==> config.mk <==
export PLATFORM = sky130hd
export DESIGN_NAME = mc_control_unit
export DESIGN_NICKNAME = d
export VERILOG_FILES = /design/src/rtl/mc_control_unit.sv
export SDC_FILE = /design/constraint.sdc
export NUM_CORES = 1
export LEC_CHECK = 0
export ABC_AREA = 1
export CORE_ASPECT_RATIO = 0.6
export CORE_UTILIZATION = 44
export CTS_CLUSTER_SIZE = 25
export DETAILED_ROUTE_END_ITERATION = 7
export GPL_ROUTABILITY_DRIVEN = 0
export PLACE_DENSITY = 0.8
export SYNTH_ARGS = -nofsm -noshare
export SYNTH_HDL_FRONTEND = slang
export SYNTH_SLANG_ARGS = --single-unit
==> constraint.sdc <==
create_clock -name CLK -period 1.65 [get_ports CLK]
set_clock_uncertainty 0.05 [all_clocks]
set_input_delay 0.2475 -clock CLK [delete_from_list [all_inputs] [get_ports CLK]]
set_output_delay 0.2475 -clock CLK [all_outputs]
set_load 0.005 [all_outputs]
==> src/rtl/mc_control_unit.sv <==
// Multicycle FETCH/DECODE/EXEC/MEM/WB control unit for the Mary/Shelley accumulator-stack CPU.
// Define CU_ILLEGAL_TRAP_EN to trap illegal opcodes through EXEC instead of skipping them.
module mc_control_unit #(
  parameter int unsigned OPCODE_W     = 5,
  parameter int unsigned ALUOP_W      = 4,
  parameter int unsigned MEM_WAIT_MAX = 15
) (
  input  logic                CLK,
  input  logic                Reset,
  input  logic [OPCODE_W-1:0] OPCODE,
  input  logic                flagbit,
  input  logic                MemReady,
  output logic                MemRead,
  output logic                MemWrite,
  output logic [2:0]          MemSrc,
  output logic [2:0]          MemDst,
  output logic                IRWrite,
  output logic                RegWrite,
  output logic                MaryWrite,
  output logic                ShelleyWrite,
  output logic                CompWrite,
  output logic                RAWrite,
  output logic                PCWrite,
  output logic                SPWrite,
  output logic [1:0]          MarySrc,
  output logic [1:0]          ShelleySrc,
  output logic [1:0]          SPSrc,
  output logic                RASrc,
  output logic [2:0]          PCSrc,
  output logic                RegDst,
  output logic                RegData,
  output logic                SrcA,
  output logic [1:0]          SrcB,
  output logic [ALUOP_W-1:0]  ALUOP,
  output logic [2:0]          State,
  output logic                Busy,
  output logic                Fault,
  output logic                Illegal
);

  // Opcode map; ALU/compare opcodes equal their ALUOP code.
  localparam logic [4:0] OpLand = 5'd0,  OpLorr = 5'd1,  OpAadd = 5'd2,  OpAsub = 5'd3;
  localparam logic [4:0] OpCles = 5'd4,  OpCgre = 5'd5,  OpCequ = 5'd6,  OpAput = 5'd7;
  localparam logic [4:0] OpSwap = 5'd8,  OpJimm = 5'd9,  OpJacc = 5'd11, OpJcmp = 5'd12;
  localparam logic [4:0] OpJfnc = 5'd13, OpSput = 5'd14, OpSpek = 5'd15, OpSpop = 5'd16;
  localparam logic [4:0] OpLoad = 5'd19, OpStor = 5'd20, OpRpop = 5'd21, OpBkac = 5'd22;
  localparam logic [4:0] OpBkra = 5'd23;

  localparam int unsigned CntW = (MEM_WAIT_MAX > 1) ? $clog2(MEM_WAIT_MAX + 1) : 1;

  typedef enum logic [2:0] {
    StFetch  = 3'b000,
    StDecode = 3'b001,
    StExec   = 3'b010,
    StMem    = 3'b011,
    StWb     = 3'b100,
    StFault  = 3'b111
  } stateT;

  stateT           state;
  logic [4:0]      op;
  logic            atFlag;
  logic [CntW-1:0] waitCnt;
  logic            faultQ;
`ifdef CU_ILLEGAL_TRAP_EN
  logic            trapOp;
`endif

  logic [31:0] opWide;
  logic        decIllegal;
  logic        decMem;
  logic        opStore;
  logic        timeoutHit;
  logic [2:0]  aluOp;

  always_comb begin
    opWide     = 32'(OPCODE);
    decIllegal = (|opWide[31:5]) || (opWide[4:3] == 2'b11) ||
                 (opWide[4:0] inside {5'd10, 5'd17, 5'd18});
    decMem     = opWide[4:0] inside {OpSput, OpSpek, OpSpop, OpRpop,
                                     OpLoad, OpStor, OpBkac, OpBkra};
    opStore    = op inside {OpSput, OpStor, OpBkac, OpBkra};
    // Fault on the edge that would take the wait count to the limit.
    timeoutHit = (MEM_WAIT_MAX != 0) && !MemReady &&
                 ((32'(waitCnt) + 32'd1) == MEM_WAIT_MAX);
  end

  always_ff @(posedge CLK) begin
    if (Reset) begin
      state   <= StFetch;
      op      <= '0;
      atFlag  <= 1'b0;
      waitCnt <= '0;
      faultQ  <= 1'b0;
`ifdef CU_ILLEGAL_TRAP_EN
      trapOp  <= 1'b0;
`endif
    end else begin
      case (state)
        StFetch, StMem: begin
          if (MemReady) begin
            waitCnt <= '0;
            if (state == StFetch) state <= StDecode;
            else                  state <= opStore ? StFetch : StWb;
          end else if (timeoutHit) begin
            waitCnt <= '0;
            faultQ  <= 1'b1;
            state   <= StFault;
          end else if (MEM_WAIT_MAX != 0) begin
            waitCnt <= waitCnt + CntW'(1);
          end
        end
        StDecode: begin
          op     <= opWide[4:0];
          atFlag <= flagbit;
`ifdef CU_ILLEGAL_TRAP_EN
          trapOp <= decIllegal;
          if (decIllegal)  state <= StExec;
`else
          if (decIllegal)  state <= StFetch;
`endif
          else if (decMem) state <= StMem;
          else             state <= StExec;
        end
        StExec, StWb: state <= StFetch;
        StFault:      state <= StFault;
        default:      state <= StFetch;
      endcase
    end
  end

  always_comb begin
    MemRead = 1'b0;  MemWrite = 1'b0;  MemSrc = 3'b000;  MemDst = 3'b000;
    IRWrite = 1'b0;  RegWrite = 1'b0;  MaryWrite = 1'b0; ShelleyWrite = 1'b0;
    CompWrite = 1'b0; RAWrite = 1'b0;  PCWrite = 1'b0;   SPWrite = 1'b0;
    MarySrc = 2'b00; ShelleySrc = 2'b00; SPSrc = 2'b00;  RASrc = 1'b0;
    PCSrc = 3'b000;  RegDst = 1'b0;    RegData = 1'b0;   SrcA = 1'b0;
    SrcB = 2'b00;    aluOp = 3'd0;
    State = 3'b000;  Busy = 1'b0;      Fault = 1'b0;     Illegal = 1'b0;
    // Reset overrides every output, even before the first edge lands.
    if (!Reset) begin
      State = state;
      Busy  = (state != StFetch);
      Fault = faultQ;
      case (state)
        StFetch: begin
          MemRead = 1'b1;
          if (MemReady) begin
            IRWrite = 1'b1;
            PCWrite = 1'b1;
          end
        end
        StDecode: begin
`ifndef CU_ILLEGAL_TRAP_EN
          Illegal = decIllegal;
`endif
        end
        StExec: begin
`ifdef CU_ILLEGAL_TRAP_EN
          if (trapOp) begin
            Illegal = 1'b1;
            PCWrite = 1'b1;
            PCSrc   = 3'b011;
            RAWrite = 1'b1;
            RASrc   = 1'b1;
          end else
`endif
          begin
            case (op)
              OpAput: begin
                if (atFlag) begin
                  ShelleyWrite = 1'b1;
                  ShelleySrc   = 2'b01;
                end else begin
                  MaryWrite = 1'b1;
                  MarySrc   = 2'b11;
                end
              end
              OpLand, OpLorr, OpAadd, OpAsub, OpCles, OpCgre, OpCequ: begin
                SrcB  = atFlag ? 2'b00 : 2'b01;
                aluOp = op[2:0];
                if (op inside {OpCles, OpCgre, OpCequ}) begin
                  CompWrite = 1'b1;
                end else begin
                  MaryWrite = 1'b1;
                  MarySrc   = 2'b01;
                end
              end
              OpJimm, OpJfnc: begin
                PCWrite = 1'b1;
                PCSrc   = atFlag ? 3'b001 : 3'b010;
                if (op == OpJfnc) begin
                  RAWrite = 1'b1;
                  RASrc   = 1'b1;
                end
              end
              OpJacc: begin
                PCWrite = 1'b1;
                PCSrc   = atFlag ? 3'b101 : 3'b100;
              end
              OpJcmp: begin
                PCWrite = 1'b1;
                PCSrc   = atFlag ? 3'b111 : 3'b110;
              end
              OpSwap: begin
                MaryWrite    = 1'b1;
                MarySrc      = 2'b10;
                ShelleyWrite = 1'b1;
                ShelleySrc   = 2'b10;
              end
              default: ;
            endcase
          end
        end
        StMem: begin
          MemWrite = opStore;
          MemRead  = !opStore;
          case (op)
            OpSpek:         MemDst = 3'b101;
            OpLoad, OpStor: MemDst = atFlag ? 3'b011 : 3'b001;
            default:        MemDst = 3'b100;
          endcase
          if (op == OpBkac) MemSrc = atFlag ? 3'b001 : 3'b000;
          if (op == OpBkra) MemSrc = 3'b010;
          if (MemReady && opStore) begin
            SPWrite = 1'b1;
            SPSrc   = 2'b01;
          end
        end
        StWb: begin
          if (op inside {OpSpek, OpSpop, OpLoad}) MaryWrite = 1'b1;
          if (op == OpRpop) RAWrite = 1'b1;
          if (op inside {OpSpop, OpRpop}) begin
            SPWrite = 1'b1;
            SPSrc   = 2'b10;
          end
        end
        default: ;
      endcase
    end
    ALUOP = ALUOP_W'(aluOp);
  end

endmodule

==> results of run 1 <==
kinds of logic after synthesis:
| kind of cell | count (synthesis) | share of synthesized area, % |
|---|---|---|
| buf+inv | 54 | 18.0 |
| compound gates | 32 | 14.2 |
| fa+ha+maj | 2 | 1.92 |
| other cells | 1 | 0.288 |
| simple gates | 125 | 44.0 |
| flops | 14 | 21.5 |
metrics by stage:
| stage | std cells | cell area [um2] |
|---|---|---|
| after floorplan | 234 | 1330 |
| after global placement | 351 | 2060 |
| after detailed placement | 351 | 2060 |
| after CTS | 383 | 2470 |
repair_timing:
action	4_1_cts
buffers inserted	29
endpoints found under the setup margin	34
pin swaps	29
resized for setup	202
hold endpoints to repair	0
==> flow_summary.yaml, run 1 <==
yosys:
  synth_top_area_share_pct: 21.5
  synth-edff-count: 0
  synth-seq-cells: 14
  synth_area_leader_cell: "dfxtp_1"
  yosysUniqueCellTypes: 28
  ys.flop_type: "dfxtp_1"
  seq_area_frac_synth_pct: 21.5
  postSynth.asyncResetShare_pct: 0
  yosysMostFrequentCell: "nand2_1"
  synth_cells: 228
  syn_area_um2: 1300
  ys_warn_count: 0
  synth_area_per_cell_um2: 5.72
  yosys-top-cells-area: "dfxtp_1, nand2_1, inv_1"
  yosys-top-cells-count: "nand2_1, inv_1, nor2_1"
die:
  start_util_pct: 49.3
  die-height_um: 44.2
  rows: 14
  ioPinCount: 50
  die_x_um: 72.3
run_status:
  status: "stopped before the end"
  stop_stage: "global routing (5_1_grt)"
  stop_error: "[ERROR DPL-0038] Utilization greater than 100%, impossible to legalize"
clock_network:
  clock_sinks: 14
  cts_max_path_buffers: 2
  cts-buffers-inserted: 3
  htree_levels: 1
  cts_hold_buf: 0
  root_buffer: "clkbuf_8"
place:
  pre_cts_slack_ns: -0.499
  dpl.hpwl_mm: 3.22
  io_buffer_count: 42
sta:
  grt-worst-endpoint: "MemRead"
  worst-ep-kind: "output port"
grt:
  grt_max_degree: 18
==> run 2: changes to the inputs <==
--- a/config.mk
+++ b/config.mk
@@ -6,12 +6,10 @@
 export NUM_CORES = 1
 export LEC_CHECK = 0
 export ABC_AREA = 1
-export CORE_ASPECT_RATIO = 0.6
-export CORE_UTILIZATION = 44
-export CTS_CLUSTER_SIZE = 25
+export CORE_UTILIZATION = 35
 export DETAILED_ROUTE_END_ITERATION = 7
 export GPL_ROUTABILITY_DRIVEN = 0
-export PLACE_DENSITY = 0.8
+export PLACE_DENSITY_LB_ADDON = 0.15
 export SYNTH_ARGS = -nofsm -noshare
 export SYNTH_HDL_FRONTEND = slang
 export SYNTH_SLANG_ARGS = --single-unit
==> run 2 against run 1 <==
Compared with the run above: the flow now finishes, with violations (negative setup slack); synthesized cell count unchanged; synthesized area unchanged.
==> flow_summary.yaml, run 2 <==
run_status:
  status: "complete, but fails checks"
  violations: "negative setup slack"
routing:
  dr.first_iter.drc_count: 89
  wl_mm: 5.30
  drc_errors: 0
  wire_per_inst_um: 13.5
  ant_nets: 0
  num_vias: 1908
  via_per_inst: 4.87
  drtPass1Iterations: 4
grt:
  grt_max_degree: 13
  grt_usage_pct: 24.6
  first_global_vias: 1822
  met1_usage_pct: 27.9
  busiest_layer: "met2"
  grt_pass1_wl_mm: 7.98
  grt_use_met2_pct: 44.1
  met3_usage_pct: 2.55
  grt_antenna_before_repair: 0
  grt-ovfl-total: 0
clock_network:
  clk_pin_slew_ns: 0.05
  cts_max_path_buffers: 2
  cts_tree: "built"
  cts-buffers-inserted: 3
  htree_levels: 1
  clk_latency_ns: 0.24
  clock_sinks: 14
  root_buffer: "clkbuf_8"
final_layout:
  n_antenna_cell: 0
  stdcell_area_um2: 2630
  layout.cells.most_common: "buf_4"
  fin_util_pct: 76.5
  top_register: "op"
  seq_area_um2: 305
  nets: 358
  final_layout_size_suffix_gt1_share_pct: 56.1
  largest_reg_flops: 5
  reg_top3: "op x5, waitCnt x4, state x3"
  mostFrequentLayoutCells: "buf_4, nand2_1, buf_2"
  multiInputGateArea_um2: 1100
  fill_cells: 240
  synthToLayoutAreaGrowth_pct: 102
yosys:
  yosys-top-cells-area: "dfxtp_1, nand2_1, inv_1"
  synth_adder_area_share_pct: 1.92
  syn_area_um2: 1300
  ys_warn_count: 0
  synth_area_per_cell_um2: 5.72
  synthMuxAreaShare_pct: 0
  yosysUniqueCellTypes: 28
  synthSimpleGateAreaFrac_pct: 44.0
  synth_compound_area_share_pct: 14.2
  synth_xor_area_share_pct: 0
  synth_area_leader_cell: "dfxtp_1"
  synth_cells: 228
  yosys-top-cells-count: "nand2_1, inv_1, nor2_1"
  yosysMostFrequentCell: "nand2_1"
  synth-seq-cells: 14
  synth-edff-count: 0
  synth_top_family_by_area: "simple AND/OR/NAND/NOR gates"
  seq_area_frac_synth_pct: 21.5
  ys.flop_type: "dfxtp_1"
  postSynth.asyncResetShare_pct: 0
  synth_top_area_share_pct: 21.5
sta:
  rsz0062_at_grt: "yes"
  fin_crit_sh_pct: 111
  setup_ws_ns: -0.187
  setup_viol: 26
  finalHoldViolCount: 0
  fmax_mhz: 544
  maxSlewViolCount: 0
  period_minus_slack_ns: 1.84
worst_hold_path:
  min_to: "op[0]"
  worstHoldStart: "OPCODE[0]"
  min_path_cells: 4
  worstHoldPathType: "in -> reg"
die:
  ioPinCount: 50
  die-height_um: 63.0
  fp.dieArea_um2: 3970
  rows: 21
  die_x_um: 63.0
  core_um2: 3440
  start_util_pct: 37.9
run:
  cap_violations: 0
critical_path:
  required_ns: 1.35
  crit_path_start_kind: "register"
  slowest_delay_ns: 0.36
  worstSetupPathDepth: 9
  crit_top_cell: "inv_4"
  r2r_setup_slack_ns: 0.17
  cp_num_buf_inv: 4
  cp.arrival_ns: 1.54
  path_cells: "inv_4 -> nand2_4 -> nor2_4 -> buf_6 -> inv_4 -> o21ai_4 -> nand2_2 -> a21oi_2 -> buf_2"
  cp_max_fo: 4
  setup.worst_path.class: "reg -> out"
  crit_path_end_kind: "primary output"
  slowest_stage: "dfxtp_4"
  regToRegEndpoint: "state[0]"
  reg2reg_from: "state[1]"
  worst_path_dominant_cell_family: "buffers and inverters"
  r2r_cells: 8
place:
  dpl.hpwl_mm: 2.91
  io_buffer_count: 42
  place_area_um2: 2080
power_and_ir_drop:
  power_density_nw_per_um2: 1180
  p_leak_nw: 1.38
  power.total_mw: 3.11
  ir_drop_v: 0.000643
-- run 2: cell counts after synthesis --
Identical to the previous run, type by type.
-- run 2: how the worst max path moves through the flow --
| stage | start | slack [ns] | endpoint |
|---|---|---|---|
| final | op[3] | -0.19 | SPWrite |
| after global routing | op[3] | -0.26 | SPWrite |
| after CTS | op[3] | -0.14 | SPWrite |
| after detailed placement | Reset | -0.46 | MarySrc[1] |
| after global placement | OPCODE[1] | -0.47 | Illegal |
| after floorplan | op[4] | 0.32 | SPWrite |
-- run 2: final cells by class --
type / count / area share (%)
repair buffers: 118 / 35.2
inverters: 44 / 7.03
well taps: 46 / 2.19
multi-input cells: 166 / 41.9
flip-flops and latches: 14 / 11.6
clock buffers: 4 / 2.09
-- run 2: kinds of logic after synthesis --
| family | count (synthesis) |
|---|---|
| simple gates | 125 |
| flops | 14 |
| compound gates | 32 |
| fa+ha+maj | 2 |
| buf+inv | 54 |
| other cells | 1 |
-- run 2: through the flow --
| step | cells | hold WS (ns) | setup WS [ns] | TNS (ns) |
|---|---|---|---|---|
| floorplan | 234 | 0.346 | 0.319 | 0 |
| global placement | 358 | 0.417 | -0.470 | -10.66 |
| detailed placement | 358 | 0.418 | -0.465 | -11.30 |
| CTS | 386 | 0.433 | -0.141 | -1.24 |
| global route | 392 | 0.437 | -0.257 | -4.42 |
| finish | 392 | 0.408 | -0.187 | -2.67 |
-- run 2: worst min-delay path, cell delays in order --
cell,delay (ns)
dlymetal6s2s_1,0.15
buf_4,0.14
inv_1,0.06
a21oi_1,0.05
-- run 2: report_power, final --
group          switching, mW  internal, mW  total [mW]
logic                   1.10          1.03        2.13
registers              0.172         0.472       0.644
clock network          0.118         0.211       0.329
total                   1.39          1.72        3.11
-- run 2: timing repair --
item,4_1_cts,5_1_grt
endpoints found under the setup margin,34,29
pin swaps,20,27
hold buffers,0,0
buffers inserted,24,9
resized for setup,192,50
-- run 2: metal layers --
| layer | up-vias | share of wire [%] | wire [um] |
|---|---|---|---|
| met3 | 17 | 5.4 | 286 |
| li1 | 944 | - | - |
| met1 | 866 | 41 | 2180 |
| met2 | 81 | 50 | 2640 |
| met5 | - | 0 | 0 |
| met4 | 0 | 3.7 | 195 |
No activity file was read; power rests on OpenSTA's default activity.
